**src/rtl/dehaze_pkg.sv**
```systemverilog
// -----------------------------------------------------------------------------
// dehaze_pkg
// Shared types and constants for the dehaze atmospheric-light controller.
//   - state_e        : frame controller states
//   - PIX_W          : pixel / transmission width
//   - *_DEF          : default parameter values for the controller
//   - min_u8         : unsigned 8-bit minimum
//   - atmos_iir_step : 3/4 old + 1/4 new smoothing with rounding
// -----------------------------------------------------------------------------
package dehaze_pkg;

    localparam int PIX_W = 8;

    localparam logic [10:0]      IMG_HDISP_DEF     = 11'd1024;
    localparam logic [10:0]      IMG_VDISP_DEF     = 11'd768;
    localparam logic [PIX_W-1:0] T_MIN_DEF         = 8'd26;
    localparam logic [PIX_W-1:0] ATMOS_DEFAULT_DEF = 8'd220;
    localparam logic [PIX_W-1:0] ATMOS_MAX_DEF     = 8'd240;

    typedef enum logic [1:0] {
        SYNC   = 2'd0,
        IDLE   = 2'd1,
        ACTIVE = 2'd2,
        COMMIT = 2'd3
    } state_e;

    function automatic logic [PIX_W-1:0] min_u8(input logic [PIX_W-1:0] a,
                                                input logic [PIX_W-1:0] b);
        return (a < b) ? a : b;
    endfunction

    // 10-bit accumulator: worst case 3*255 + 255 + 2 = 1022 never overflows.
    function automatic logic [PIX_W-1:0] atmos_iir_step(input logic [PIX_W-1:0] prev,
                                                        input logic [PIX_W-1:0] meas);
        logic [9:0] acc;
        acc = ({2'b00, prev} * 10'd3) + {2'b00, meas} + 10'd2;
        return acc[9:2];
    endfunction

endpackage

```
**src/rtl/vip_frame_timing.sv**
```systemverilog
// -----------------------------------------------------------------------------
// vip_frame_timing
// VIP frame timing tracker: vsync/href edge detection plus per-frame pixel and
// line counters with a line-length check.
// Ports:
//   i_clk, i_rst        : clock, synchronous active-high reset
//   i_vsync/i_href/i_clken : VIP timing inputs
//   i_clear             : restart counters and error flag (frame start)
//   i_active            : counting enabled (frame in progress)
//   o_vs_rise/o_vs_fall : vsync edges, combinational from the 1-cycle delayed copy
//   o_vcnt              : completed lines in this frame (saturating)
//   o_err_acc           : sticky flag, some line had the wrong pixel count
// -----------------------------------------------------------------------------
module vip_frame_timing #(
    parameter logic [10:0] IMG_HDISP = 11'd1024
) (
    input  logic        i_clk,
    input  logic        i_rst,
    input  logic        i_vsync,
    input  logic        i_href,
    input  logic        i_clken,
    input  logic        i_clear,
    input  logic        i_active,
    output logic        o_vs_rise,
    output logic        o_vs_fall,
    output logic [10:0] o_vcnt,
    output logic        o_err_acc
);

    logic        r_vsync_d;
    logic        r_href_d;
    logic [10:0] r_hcnt;
    logic [10:0] r_vcnt;
    logic        r_err_acc;
    logic        w_href_fall;

    assign o_vs_rise   = i_vsync & ~r_vsync_d;
    assign o_vs_fall   = ~i_vsync & r_vsync_d;
    assign w_href_fall = ~i_href & r_href_d;
    assign o_vcnt      = r_vcnt;
    assign o_err_acc   = r_err_acc;

    // Delayed copies of vsync/href for edge detection.
    always_ff @(posedge i_clk) begin
        if (i_rst) begin
            r_vsync_d <= 1'b0;
            r_href_d  <= 1'b0;
        end else begin
            r_vsync_d <= i_vsync;
            r_href_d  <= i_href;
        end
    end

    // Pixel/line counters and line-length check. A pixel on the href falling
    // cycle cannot exist (href is already low), so the two branches never clash.
    always_ff @(posedge i_clk) begin
        if (i_rst) begin
            r_hcnt    <= 11'd0;
            r_vcnt    <= 11'd0;
            r_err_acc <= 1'b0;
        end else if (i_clear) begin
            r_hcnt    <= 11'd0;
            r_vcnt    <= 11'd0;
            r_err_acc <= 1'b0;
        end else if (i_active) begin
            if (w_href_fall) begin
                if (r_hcnt != IMG_HDISP) begin
                    r_err_acc <= 1'b1;
                end else begin
                    r_err_acc <= r_err_acc;
                end
                if (r_vcnt != 11'd2047) begin
                    r_vcnt <= r_vcnt + 11'd1;
                end else begin
                    r_vcnt <= r_vcnt;
                end
                r_hcnt <= 11'd0;
            end else if (i_href && i_clken && (r_hcnt != 11'd2047)) begin
                r_hcnt <= r_hcnt + 11'd1;
            end else begin
                r_hcnt <= r_hcnt;
            end
        end else begin
            r_hcnt    <= r_hcnt;
            r_vcnt    <= r_vcnt;
            r_err_acc <= r_err_acc;
        end
    end

endmodule

```
**src/rtl/dehaze_atmos_ctrl.sv**
```systemverilog
// -----------------------------------------------------------------------------
// dehaze_atmos_ctrl
// Frame-level controller for the dehaze scene-radiance stage. Measures the
// per-frame maximum dark-channel value and commits it (clamped to ATMOS_MAX)
// as the atmospheric light at frame end, unless the frame was malformed or
// cfg_freeze is set. Also lower-clamps the transmission stream to T_MIN.
// Optional build macro: ATMOS_IIR_EN -- smooth the committed value with
// (3*old + new + 2) >> 2 instead of taking the new measurement directly.
// Ports:
//   clk, rst                 : pixel clock, synchronous active-high reset
//   per_frame_vsync/href/clken, per_dark_channel, per_transmission : inputs
//   cfg_freeze               : hold atmospheric_light
//   post_frame_vsync/href/clken, post_transmission : 1-clock delayed stream
//   atmospheric_light        : committed atmospheric light
//   frame_done               : 1-cycle pulse when a frame is committed
//   frame_err                : result of the last frame check
//   frame_cnt                : completed frames, wraps
// -----------------------------------------------------------------------------
module dehaze_atmos_ctrl
    import dehaze_pkg::*;
#(
    parameter logic [10:0]      IMG_HDISP     = IMG_HDISP_DEF,
    parameter logic [10:0]      IMG_VDISP     = IMG_VDISP_DEF,
    parameter logic [PIX_W-1:0] T_MIN         = T_MIN_DEF,
    parameter logic [PIX_W-1:0] ATMOS_DEFAULT = ATMOS_DEFAULT_DEF,
    parameter logic [PIX_W-1:0] ATMOS_MAX     = ATMOS_MAX_DEF
) (
    input  logic             clk,
    input  logic             rst,
    input  logic             per_frame_vsync,
    input  logic             per_frame_href,
    input  logic             per_frame_clken,
    input  logic [PIX_W-1:0] per_dark_channel,
    input  logic [PIX_W-1:0] per_transmission,
    input  logic             cfg_freeze,
    output logic             post_frame_vsync,
    output logic             post_frame_href,
    output logic             post_frame_clken,
    output logic [PIX_W-1:0] post_transmission,
    output logic [PIX_W-1:0] atmospheric_light,
    output logic             frame_done,
    output logic             frame_err,
    output logic [15:0]      frame_cnt
);

    state_e           r_state;
    state_e           w_state_next;
    logic             w_clear;
    logic             w_commit;
    logic             w_active;
    logic             w_vs_rise;
    logic             w_vs_fall;
    logic [10:0]      w_vcnt;
    logic             w_err_acc;
    logic             w_frame_err;
    logic [PIX_W-1:0] w_meas;
    logic [PIX_W-1:0] w_atmos_next;

    logic [PIX_W-1:0] r_dc_max;
    logic [PIX_W-1:0] r_atmos;
    logic             r_frame_done;
    logic             r_frame_err;
    logic [15:0]      r_frame_cnt;
    logic             r_post_vsync;
    logic             r_post_href;
    logic             r_post_clken;
    logic [PIX_W-1:0] r_post_trans;

    assign w_active = (r_state == ACTIVE);
    assign w_commit = (r_state == COMMIT);

    vip_frame_timing #(
        .IMG_HDISP (IMG_HDISP)
    ) u_timing (
        .i_clk     (clk),
        .i_rst     (rst),
        .i_vsync   (per_frame_vsync),
        .i_href    (per_frame_href),
        .i_clken   (per_frame_clken),
        .i_clear   (w_clear),
        .i_active  (w_active),
        .o_vs_rise (w_vs_rise),
        .o_vs_fall (w_vs_fall),
        .o_vcnt    (w_vcnt),
        .o_err_acc (w_err_acc)
    );

    // FSM state register.
    always_ff @(posedge clk) begin
        if (rst) begin
            r_state <= SYNC;
        end else begin
            r_state <= w_state_next;
        end
    end

    // FSM next state. SYNC skips any frame already running at reset release.
    always_comb begin
        w_state_next = r_state;
        w_clear      = 1'b0;
        case (r_state)
            SYNC: begin
                if (!per_frame_vsync) begin
                    w_state_next = IDLE;
                end else begin
                    w_state_next = SYNC;
                end
            end
            IDLE: begin
                if (w_vs_rise) begin
                    w_clear      = 1'b1;
                    w_state_next = ACTIVE;
                end else begin
                    w_state_next = IDLE;
                end
            end
            ACTIVE: begin
                if (w_vs_fall) begin
                    w_state_next = COMMIT;
                end else begin
                    w_state_next = ACTIVE;
                end
            end
            COMMIT: begin
                w_state_next = IDLE;
            end
            default: begin
                w_state_next = SYNC;
            end
        endcase
    end

    // Per-frame maximum dark-channel value.
    always_ff @(posedge clk) begin
        if (rst) begin
            r_dc_max <= 8'd0;
        end else if (w_clear) begin
            r_dc_max <= 8'd0;
        end else if (w_active && per_frame_href && per_frame_clken &&
                     (per_dark_channel > r_dc_max)) begin
            r_dc_max <= per_dark_channel;
        end else begin
            r_dc_max <= r_dc_max;
        end
    end

    // vcnt already includes a line closed together with the vsync fall.
    assign w_frame_err = w_err_acc | (w_vcnt != IMG_VDISP);
    assign w_meas      = min_u8(r_dc_max, ATMOS_MAX);

`ifdef ATMOS_IIR_EN
    assign w_atmos_next = atmos_iir_step(r_atmos, w_meas);
`else
    assign w_atmos_next = w_meas;
`endif

    // Frame commit: status, frame counter and atmospheric-light update.
    always_ff @(posedge clk) begin
        if (rst) begin
            r_atmos      <= ATMOS_DEFAULT;
            r_frame_done <= 1'b0;
            r_frame_err  <= 1'b0;
            r_frame_cnt  <= 16'd0;
        end else begin
            r_frame_done <= w_commit;
            if (w_commit) begin
                r_frame_err <= w_frame_err;
                r_frame_cnt <= r_frame_cnt + 16'd1;
                if (!w_frame_err && !cfg_freeze) begin
                    r_atmos <= w_atmos_next;
                end else begin
                    r_atmos <= r_atmos;
                end
            end else begin
                r_frame_err <= r_frame_err;
                r_frame_cnt <= r_frame_cnt;
                r_atmos     <= r_atmos;
            end
        end
    end

    // Transmission clamp and timing delay; independent of the FSM.
    always_ff @(posedge clk) begin
        if (rst) begin
            r_post_vsync <= 1'b0;
            r_post_href  <= 1'b0;
            r_post_clken <= 1'b0;
            r_post_trans <= 8'd0;
        end else begin
            r_post_vsync <= per_frame_vsync;
            r_post_href  <= per_frame_href;
            r_post_clken <= per_frame_clken;
            r_post_trans <= (per_transmission < T_MIN) ? T_MIN : per_transmission;
        end
    end

    assign post_frame_vsync  = r_post_vsync;
    assign post_frame_href   = r_post_href;
    assign post_frame_clken  = r_post_clken;
    assign post_transmission = r_post_trans;
    assign atmospheric_light = r_atmos;
    assign frame_done        = r_frame_done;
    assign frame_err         = r_frame_err;
    assign frame_cnt         = r_frame_cnt;

endmodule

```
**config.mk**
```make
export PLATFORM = sky130hd
export DESIGN_NAME = dehaze_atmos_ctrl
export DESIGN_NICKNAME = d
export VERILOG_FILES = /design/src/rtl/dehaze_pkg.sv /design/src/rtl/vip_frame_timing.sv /design/src/rtl/dehaze_atmos_ctrl.sv
export SDC_FILE = /design/constraint.sdc
export NUM_CORES = 1
export LEC_CHECK = 0
export CORE_UTILIZATION = 53
export CTS_CLUSTER_SIZE = 25
export DETAILED_ROUTE_END_ITERATION = 7
export HOLD_SLACK_MARGIN = 0.02
export PLACE_DENSITY_LB_ADDON = 0.15
export SYNTH_ARGS = -nofsm -noshare
export SYNTH_HDL_FRONTEND = slang
export SYNTH_HIERARCHICAL = 1
export SYNTH_SLANG_ARGS = --single-unit
```
**constraint.sdc**
```tcl
create_clock -name clk -period 2.6 [get_ports clk]
set_clock_uncertainty 0.1 [all_clocks]
set_input_delay 0.26 -clock clk [delete_from_list [all_inputs] [get_ports clk]]
set_output_delay 0.26 -clock clk [all_outputs]
set_load 0.05 [all_outputs]
```
==> out/results.ini <==
[critical_path]
crit_path_start=u_timing/o_vcnt[0]$_SDFFE_PP0P_
startpoint_type=register
rrSetupSlack_ns=0.47
cp_max_fo=16
crit_path_end=u_timing/o_vcnt[4]$_SDFFE_PP0P_
reg2reg_depth=5
path_class=reg -> reg
worst_setup_path_end_kind=register
crit_required_ns=2.77
regToRegStartpoint=u_timing/o_vcnt[0]$_SDFFE_PP0P_
reg2reg_to=u_timing/o_vcnt[4]$_SDFFE_PP0P_
cp.arrival_ns=2.30

[layout]
final_nets=470
diodes=0
drive_above_1_share=0.0884
synthToLayoutAreaGrowth_pct=25.9

[clock_tree]
numCtsBuffers=9
root_buffer=clkbuf_8
cts_setup_buffers=0
cts_max_level=3
ctsHoldBuffers=0
insertion_delay_ns=0.34
cts_num_sinks=72
cts_resized=0
tritoncts=done
cts.path.max_buffers=2
cts.clk_slew.worst_paths_ns=0.08

[timing]
final_hold_viol_count=0
setup_violations=0
fmax_mhz=468
slew_headroom=0.374
finalWorstSetupSlack_ns=0.465
period_share=0.821
worst_pin_slew_ns=0.933
fin_crit_ns=2.13
drv_slew=0
rsz0062_at_grt=no
tns_ns=0

[placement]
io_buffers=58
dp_hpwl_mm=5.29
post-place-ws_ns=0.259
gp_congestion=0.862

[floorplan]
die_h_um=82.1
initial_utilization=0.562
die_x_um=82.1
io_pins=59
dieArea_mm2=0.00675
coreArea_mm2=0.00606
rows=28

[min_path]
hold_class=reg -> reg

[power]
power.density_mw_per_mm2=562
netSwitchingPower_w=0.000540
vdd_drop_max_v=0.000423
internal_power_w=0.00187
combPwrFrac=0.080
power_frac_seq=0.468
clkPwrFrac=0.452
p_leak_nw=1.47
switching_share=0.224

[synth]
synth.distinct_cells=63
ys_seq_elements=72
synthMostInstantiatedCell=dfxtp_1
netlist_area_mm2=0.00340
yosysTopAreaCellShare=0.424
synthTopCellsByArea=dfxtp_1 42%, ha_1 4.4%, nand3_1 3.7%, nor2_1 3.4%, nor2b_1 3.3%
synth_top_area_cell=dfxtp_1
synthCells=376
synth_edf_count=0
ys_top_cells_by_count=72 x dfxtp_1, 31 x nor2_1, 25 x nand3_1
synth-seq-area-share=0.424
ys_dominant_reg_cell=dfxtp_1
synthesis.nets=410
yosysWarnings=6
synthArstFlopShare=0
avgSynthCellArea_um2=9.05

[grt]
grtUsageTotal=0.233
grt_pass1_wl_mm=12.1
grt_overflow=0
grt_max_degree=43
antenna_found_initial=0
grt_pass1_vias=2716

[routing]
dr.first_iter.drc_count=145
vias=3023
ant_nets=0
drcViolationCount=0
dr.pass1.iters=5
avgRoutedWirePerCell_um=14.2
routed_wl_mm=7.35
route.detailed.vias_per_inst=5.86

[outcome]
status=completed

[flow_run]
drv_cap=0

-- kinds of logic (layout without fill, tap and decap cells) --
kind of cell | count (synthesis) | after routing | synth area share
AO/OA/AOI/OAI | 84 | 84 | 0.175
flip-flops | 72 | 72 | 0.424
XOR/XNOR | 13 | 13 | 0.0335
multiplexers | 3 | 3 | 0.00882
adder cells (fa/ha/maj) | 12 | 12 | 0.0441
buffers and inverters | 26 | 91 | 0.0357
AND/OR/NAND/NOR | 166 | 166 | 0.279
-- critical path, stage by stage, from the launching register on --
cell and delay [ns]:
dfxtp_1 0.40, ha_1 0.24, nand3_1 0.12, o31ai_2 0.80, o21ai_0 0.21, a21oi_1 0.18
-- power by group through the flow --
| stage | clock network, W | registers [W] | logic [W] |
|---|---|---|---|
| 6_report | 0.00109 | 0.00113 | 0.000193 |
| 2_1_floorplan | 0 | 0.00119 | 0.0000749 |
| 3_3_place_gp | 0 | 0.00115 | 0.000190 |
| 5_1_grt | 0.00116 | 0.00113 | 0.000210 |
| 4_1_cts | 0.00111 | 0.00113 | 0.000193 |
| 3_5_place_dp | 0 | 0.00115 | 0.000193 |
-- cell type report --
cell class,instances,area (um2)
multi-input cells,278,1840
inverters,14,52.6
flip-flops and latches,72,1440
clock inverters,6,115
clock buffers,10,138
fillers,478,1780
well taps,75,93.8
repair buffers,61,603
-- flip-flops by register name, indices dropped and copies added, names as in the netlist, named ones only --
signal,flops
post_frame_vsync,1
r_state,1
u_timing/o_err_acc,1
u_timing/r_href_d,1
post_frame_href,1
post_frame_clken,1
atmospheric_light,8
u_timing/r_vsync_d,1
r_dc_max,8
frame_cnt,16
post_transmission,8
frame_done,1
u_timing/o_vcnt,11
frame_err,1
u_timing/r_hcnt,11
-- worst min path at each step --
stage	start	endpoint	slack (ns)	depth (start not counted)
after CTS	per_transmission[0]	post_transmission[0]$_SDFF_PP0_	0.38	2
after global placement	u_timing/o_err_acc$_SDFFE_PP0P_	u_timing/o_err_acc$_SDFFE_PP0P_	0.36	2
after global routing	per_transmission[0]	post_transmission[0]$_SDFF_PP0_	0.38	2
final	u_timing/o_err_acc$_SDFFE_PP0P_	u_timing/o_err_acc$_SDFFE_PP0P_	0.38	2
after detailed placement	u_timing/o_err_acc$_SDFFE_PP0P_	u_timing/o_err_acc$_SDFFE_PP0P_	0.37	2
after floorplan	rst	u_timing/r_href_d$_SDFF_PP0_	0.23	1
-- metal layers --
| layer | up-vias | wire (um) | GRT usage |
|---|---|---|---|
| met5 | - | 0 | 0 |
| met1 | 1410 | 3400 | 0.296 |
| met2 | 98 | 3450 | 0.377 |
| li1 | 1503 | - | - |
| met4 | 0 | 69 | 0.0737 |
| met3 | 12 | 428 | 0.0725 |
-- layout by cell type (no fill, tap or decap), types with 5 or more instances in the layout --
cell,synthesis,final
a21boi_1,8,8
or3_1,9,9
inv_1,14,14
nand3_1,25,25
xor2_1,6,6
o21ai_0,17,17
nor2b_1,18,18
nor2_1,31,31
nor4_1,5,5
dfxtp_1,72,72
and3_1,7,7
nand4_1,6,6
clkbuf_8,0,10
nor3_1,12,12
a31oi_1,7,7
ha_1,12,12
clkdlybuf4s50_1,0,58
nand2_1,23,23
a21oi_1,19,19
xnor2_1,7,7
-- per-stage QoR --
stage	hold slack [ns]	cell area, um2	power (W)	util	instances
detailed placement	0.367	4030	0.00134	0.665	500
CTS	0.375	4280	0.00242	0.707	516
finish	0.382	4280	0.00241	0.707	516
global placement	0.363	4030	0.00134	0.665	500
floorplan	0.232	3400	0.00126	-	376
global route	0.384	4280	0.00249	0.707	516
Power figures use the tool's default switching activity.
